## config.mk

```make
export PLATFORM = sky130hd
export DESIGN_NAME = serial_addsub
export DESIGN_NICKNAME = d
export VERILOG_FILES = /design/src/rtl/k005297_prim_pkg.sv /design/src/rtl/serial_addsub_fa.sv /design/src/rtl/serial_addsub.sv
export SDC_FILE = /design/constraint.sdc
export NUM_CORES = 1
export LEC_CHECK = 0
export BUFFER_PORTS_ARGS = -buffer_cell sky130_fd_sc_hd__buf_2
export CORE_ASPECT_RATIO = 2
export CORE_MARGIN = 1
export CORE_UTILIZATION = 50
export CTS_BUF_LIST = sky130_fd_sc_hd__clkbuf_16
export CTS_CLUSTER_DIAMETER = 30
export DETAILED_ROUTE_END_ITERATION = 8
export PLACE_DENSITY_LB_ADDON = 0.3
export SLEW_MARGIN = 20
export SYNTH_ARGS = -nofsm -noshare
export SYNTH_HDL_FRONTEND = slang
export SYNTH_SLANG_ARGS = --single-unit
export TNS_END_PERCENT = 20
```

## constraint.sdc

```tcl
create_clock -name i_CLK -period 1.8 [get_ports i_CLK]
set_clock_uncertainty 0.1 [all_clocks]
set_input_delay 0.36 -clock i_CLK [delete_from_list [all_inputs] [get_ports i_CLK]]
set_output_delay 0.36 -clock i_CLK [all_outputs]
set_load 0.01 [all_outputs]
```

## src/rtl/k005297_prim_pkg.sv

```systemverilog
// Shared encodings for the bit-serial primitives: operation modes and FSM states.
package k005297_prim_pkg;

    localparam logic [1:0] MODE_ADD  = 2'b00;
    localparam logic [1:0] MODE_SUB  = 2'b01;
    localparam logic [1:0] MODE_INC  = 2'b10;
    localparam logic [1:0] MODE_PASS = 2'b11;

    typedef enum logic {
        ST_IDLE = 1'b0,
        ST_RUN  = 1'b1
    } state_t;

    // SUB and INC start with a carry-in of one (two's complement / +1).
    function automatic logic init_carry(input logic [1:0] mode);
        return (mode == MODE_SUB) || (mode == MODE_INC);
    endfunction

endpackage

```

## src/rtl/serial_addsub_fa.sv

```systemverilog
// Single-bit full adder primitive used as the serial bit slice.
module serial_addsub_fa (
    input  logic a,
    input  logic b,
    input  logic cin,
    output logic s,
    output logic cout
);

    assign s    = a ^ b ^ cin;
    assign cout = (a & b) | (a & cin) | (b & cin);

endmodule

```

## src/rtl/serial_addsub.sv

```systemverilog
// Bit-serial adder/subtractor: one operand bit per clock-enable tick, LSB first,
// with a parallel result register updated on the final bit.
module serial_addsub
    import k005297_prim_pkg::*;
#(
    parameter int DW = 16
) (
    input  logic          i_CLK,
    input  logic          i_RST_n,
    input  logic          i_CEN_n,
    input  logic          i_CLR,
    input  logic          i_START,
    input  logic [1:0]    i_MODE,
    input  logic          i_A,
    input  logic          i_B,
    output logic          o_S,
    output logic          o_BUSY,
    output logic          o_DONE,
    output logic          o_COUT,
    output logic [DW-1:0] o_SUM,
    output logic          o_ZERO
);

    localparam int CW = (DW > 1) ? $clog2(DW) : 1;

    state_t        state;
    logic [CW-1:0] cnt;
    logic          carry;
    logic [1:0]    mode;
    // Holds the DW-1 bits already produced; the final bit is merged in directly.
    logic [DW-2:0] shreg;

    logic          tick;
    logic          last;
    logic          b_eff;
    logic          c_in;
    logic          s;
    logic          c_out;
    logic [DW-1:0] next_sum;

    assign tick     = ~i_CEN_n;
    assign last     = (cnt == CW'(DW - 1));
    assign next_sum = {s, shreg};

    always_comb begin
        b_eff = 1'b0;
        c_in  = carry;
        unique case (mode)
            MODE_ADD:  b_eff = i_B;
            MODE_SUB:  b_eff = ~i_B;
            MODE_INC:  b_eff = 1'b0;
            MODE_PASS: c_in  = 1'b0;
            default:   b_eff = 1'b0;
        endcase
    end

    serial_addsub_fa u_fa (
        .a    (i_A),
        .b    (b_eff),
        .cin  (c_in),
        .s    (s),
        .cout (c_out)
    );

    assign o_S    = (state == ST_RUN) ? s : 1'b0;
    assign o_BUSY = (state == ST_RUN);

    always_ff @(posedge i_CLK or negedge i_RST_n) begin
        if (!i_RST_n) begin
            state  <= ST_IDLE;
            cnt    <= '0;
            carry  <= 1'b0;
            mode   <= MODE_ADD;
            shreg  <= '0;
            o_DONE <= 1'b0;
            o_COUT <= 1'b0;
            o_SUM  <= '0;
            o_ZERO <= 1'b1;
        end else if (tick) begin
            o_DONE <= 1'b0;
            if (i_CLR) begin
                state <= ST_IDLE;
                cnt   <= '0;
                carry <= 1'b0;
            end else begin
                unique case (state)
                    ST_IDLE: begin
                        if (i_START) begin
                            state <= ST_RUN;
                            cnt   <= '0;
                            mode  <= i_MODE;
                            carry <= init_carry(i_MODE);
                        end
                    end
                    ST_RUN: begin
                        carry <= c_out;
                        shreg <= next_sum[DW-1:1];
                        cnt   <= cnt + 1'b1;
                        if (last) begin
                            o_SUM  <= next_sum;
                            o_COUT <= c_out;
                            o_ZERO <= (next_sum == '0);
                            o_DONE <= 1'b1;
                            // A START on the final tick chains straight into the next word.
                            if (i_START) begin
                                state <= ST_RUN;
                                cnt   <= '0;
                                mode  <= i_MODE;
                                carry <= init_carry(i_MODE);
                            end else begin
                                state <= ST_IDLE;
                                cnt   <= '0;
                            end
                        end
                    end
                    default: state <= ST_IDLE;
                endcase
            end
        end
    end

endmodule
```

==> flow_metrics.tcl <==
set metrics [dict create \
    antenna_cells 0 \
    drv_cap 0 \
    p_int_mw 1.77 \
    synth_top_cell_area_share_pct 55.3 \
    synth_cells 123 \
    leakagePower_nw 1.14 \
    wl_per_cell_um 15.1 \
    pwr-share-comb_pct 15.0 \
    start_util_pct 52.0 \
    cts_tree "built" \
    ys_seq_area_share_pct 56.7 \
    die-height_um 88.2 \
    rsz0062_at_grt "yes" \
    place_congestion 0.712 \
    power.share.clock_pct 34.8 \
    layout_min_cycle_time_ns 2.19 \
    insertion_delay_ns 0.28 \
    synth_edf_count 0 \
    finalSetupViolations 3 \
    cellPowerDensity_nw_per_um2 1050 \
    placed_area_um2 2110 \
    drc 0 \
    dieWidth_um 45.1 \
    final_area_um2 2270 \
    max-vdd-ir-drop_v 0.000813 \
    yosys_register_bits 42 \
    tightest_slew_ns 0.519 \
    rows 31 \
    ys_async_sr_fraction_pct 100 \
    ant_nets 0 \
    required_ns 1.34 \
    first_iter_violations 0 \
    cts.sinks 42 \
    critPathKind "flip-flop to output port" \
    antenna_found_initial 0 \
    num-fill-cells 284 \
    final_layout_size_suffix_gt1_share_pct 52.4 \
    numCtsBuffers 5 \
    syn_nets 134 \
    grt_util_all_layers_pct 18.4 \
    synth_area_um2 1860 \
    holdBufCountCts 0 \
    vias 1152 \
    swShare_pct 25.6 \
    num_io_pins 30 \
    nNetsFinal 174 \
    cp-end-kind "output port" \
    power_frac_seq_pct 50.1 \
    clockBufferDepth 2 \
    power.switching_uw 611 \
    syn_avg_cell_area_um2 15.1 \
    hp-class "input port to async pin" \
    status "finished, violations left" \
    slew-limit-headroom_pct 65.4 \
    synthDistinctLibCells 41 \
    layout_setup_ws_ns -0.392 \
    finalHoldViolCount 0 \
    yosys_warnings 0 \
    period_share_pct 122 \
    hold-worst-slack_ns 0.0386 \
    portBuffers 29 \
    worst-path-max-fanout 3 \
    ys.flop_type "dfrtp_1" \
    syn_to_final_growth_pct 22.4 \
    grt_pass1_wl_um 5190 \
    violations "negative setup slack" \
    synth_area_leader_cell "dfrtp_1" \
    viasPerCell 5.41 \
    htree_levels 2 \
    critPathArrivalTime_ns 1.73 \
    cp-start-kind "flip-flop" \
    first_pass_iters 1 \
    utilization_pct 63.7 \
    dp_hpwl_um 2270 \
    core_area_um2 3570 \
    drt-total-wl_um 3220 \
    dieArea_um2 3980 \
    grt_pass1_vias 1144 \
    grt_overflow 0 \
    cts_root_buf "clkbuf_16" \
    cts.reportedPaths.clkPinSlew_ns 0.06 \
    synth_area_leaders "dfrtp_1 55%, mux2_2 15%, mux2_4 6.5%, nor4_1 1.7%, a2111oi_4 1.5%" \
    finalPower_mw 2.38 \
    fmax_mhz 456 \
    timing.final.max_slew_violations 0 \
    grt_max_degree 43 \
]
[sequential cells by signal (all words and copies together), names as in the netlist]
name and count:
o_COUT 1, mode 2, o_BUSY 1, o_DONE 1, shreg 15, cnt 4, o_ZERO 1, o_SUM 16
carry 1
[repair_timing]
| item | in CTS | in global routing |
|---|---|---|
| pin swaps | 2 | 2 |
| gates resized for setup | 1 | 1 |
| cloned | 0 | 0 |
| setup buffers | 1 | 0 |
| setup endpoints to repair | 2 | 10 |
[final cells by class]
cell class                 count  area [µm²]  share of cell area (%)
clock buffer                   5         125                    5.50
timing repair buffer          37         218                    9.58
multi-input combinational     73         790                    34.7
inverter                       4        15.0                   0.660
clock inverter                 3        12.5                   0.550
sequential                    42        1050                    46.3
tap                           49        61.3                    2.70
[layout by cell type, fill, tap and decap left out, types with 2 or more instances in the layout]
cell type | Yosys | final
dfrtp_1 | 41 | 41
buf_2 | 2 | 29
mux2_2 | 25 | 25
mux2_4 | 8 | 8
buf_4 | 0 | 7
inv_1 | 4 | 5
clkbuf_16 | 0 | 5
nor4_1 | 5 | 4
nor3_1 | 2 | 2
a21oi_1 | 2 | 2
o21ai_0 | 2 | 2
[metal layers]
metal	share of wire [%]	vias to the layer above	GRT usage, %
li1	-	536	-
met1	41	579	20.9
met2	52	27	29.4
met3	3.3	10	5.15
met4	3.6	0	11.8
met5	0	-	0
[synthesized netlist by cell type (all sizes together) (2+ instances only)]
cell type   n
a21o        2
mux2       34
nor4        5
dfrtp      41
inv         4
o21ai       2
buf         3
nor3b       2
nor3        3
a21oi       2
[critical path: stages (launching register included)]
cell and delay (ns):
dfrtp_1 0.40, xnor2_1 0.13, nor2_1 0.13, fa_1 0.48, and2_1 0.18, buf_2 0.13
[path summary, 6_finish.rpt]
path	slack (ns)	from	depth (start not counted)	end
worst max-delay path	-0.39	mode[0]$_DFFE_PN0P_	5	o_S
worst min-delay path	0.04	i_RST_n	2	shreg[5]$_DFFE_PN0P_
worst max register to register	-0.20	mode[0]$_DFFE_PN0P_	7	o_ZERO$_DFFE_PN1P_
worst min register to register	0.37	o_ZERO$_DFFE_PN1P_	2	o_ZERO$_DFFE_PN1P_
max in group asynchronous	1.19	i_RST_n	2	o_ZERO$_DFFE_PN1P_
min in group i_CLK	0.24	i_MODE[0]	2	mode[0]$_DFFE_PN0P_
[cell families (layout without fill, tap and decap cells)]
kind of cell	Yosys count	after routing	share of synthesized area, %
buffers and inverters	8	49	2.69
XOR/XNOR	2	2	0.944
AND/OR/NAND/NOR	19	19	7.89
AO/OA/AOI/OAI	15	15	7.28
flip-flops	42	42	56.7
multiplexers	35	35	22.8
adder cells (fa/ha/maj)	2	2	1.75
[power by group through the flow]
stage / clock network (mW) / logic (mW) / registers, mW
finish: 0.830 / 0.358 / 1.19
global route: 0.891 / 0.394 / 1.21
detailed placement: 0 / 0.320 / 1.20
CTS: 0.856 / 0.345 / 1.19
floorplan: 0 / 0.229 / 1.16
global placement: 0 / 0.307 / 1.20
[per-stage QoR]
stage,std cells,TNS (ns),setup slack [ns]
CTS,213,-0.620,-0.410
floorplan,123,-0.249,-0.0311
global placement,204,-0.290,-0.174
global route,213,-0.985,-0.477
detailed placement,204,-0.395,-0.206
finish,213,-0.613,-0.392
No activity file was read; power rests on OpenSTA's default activity.
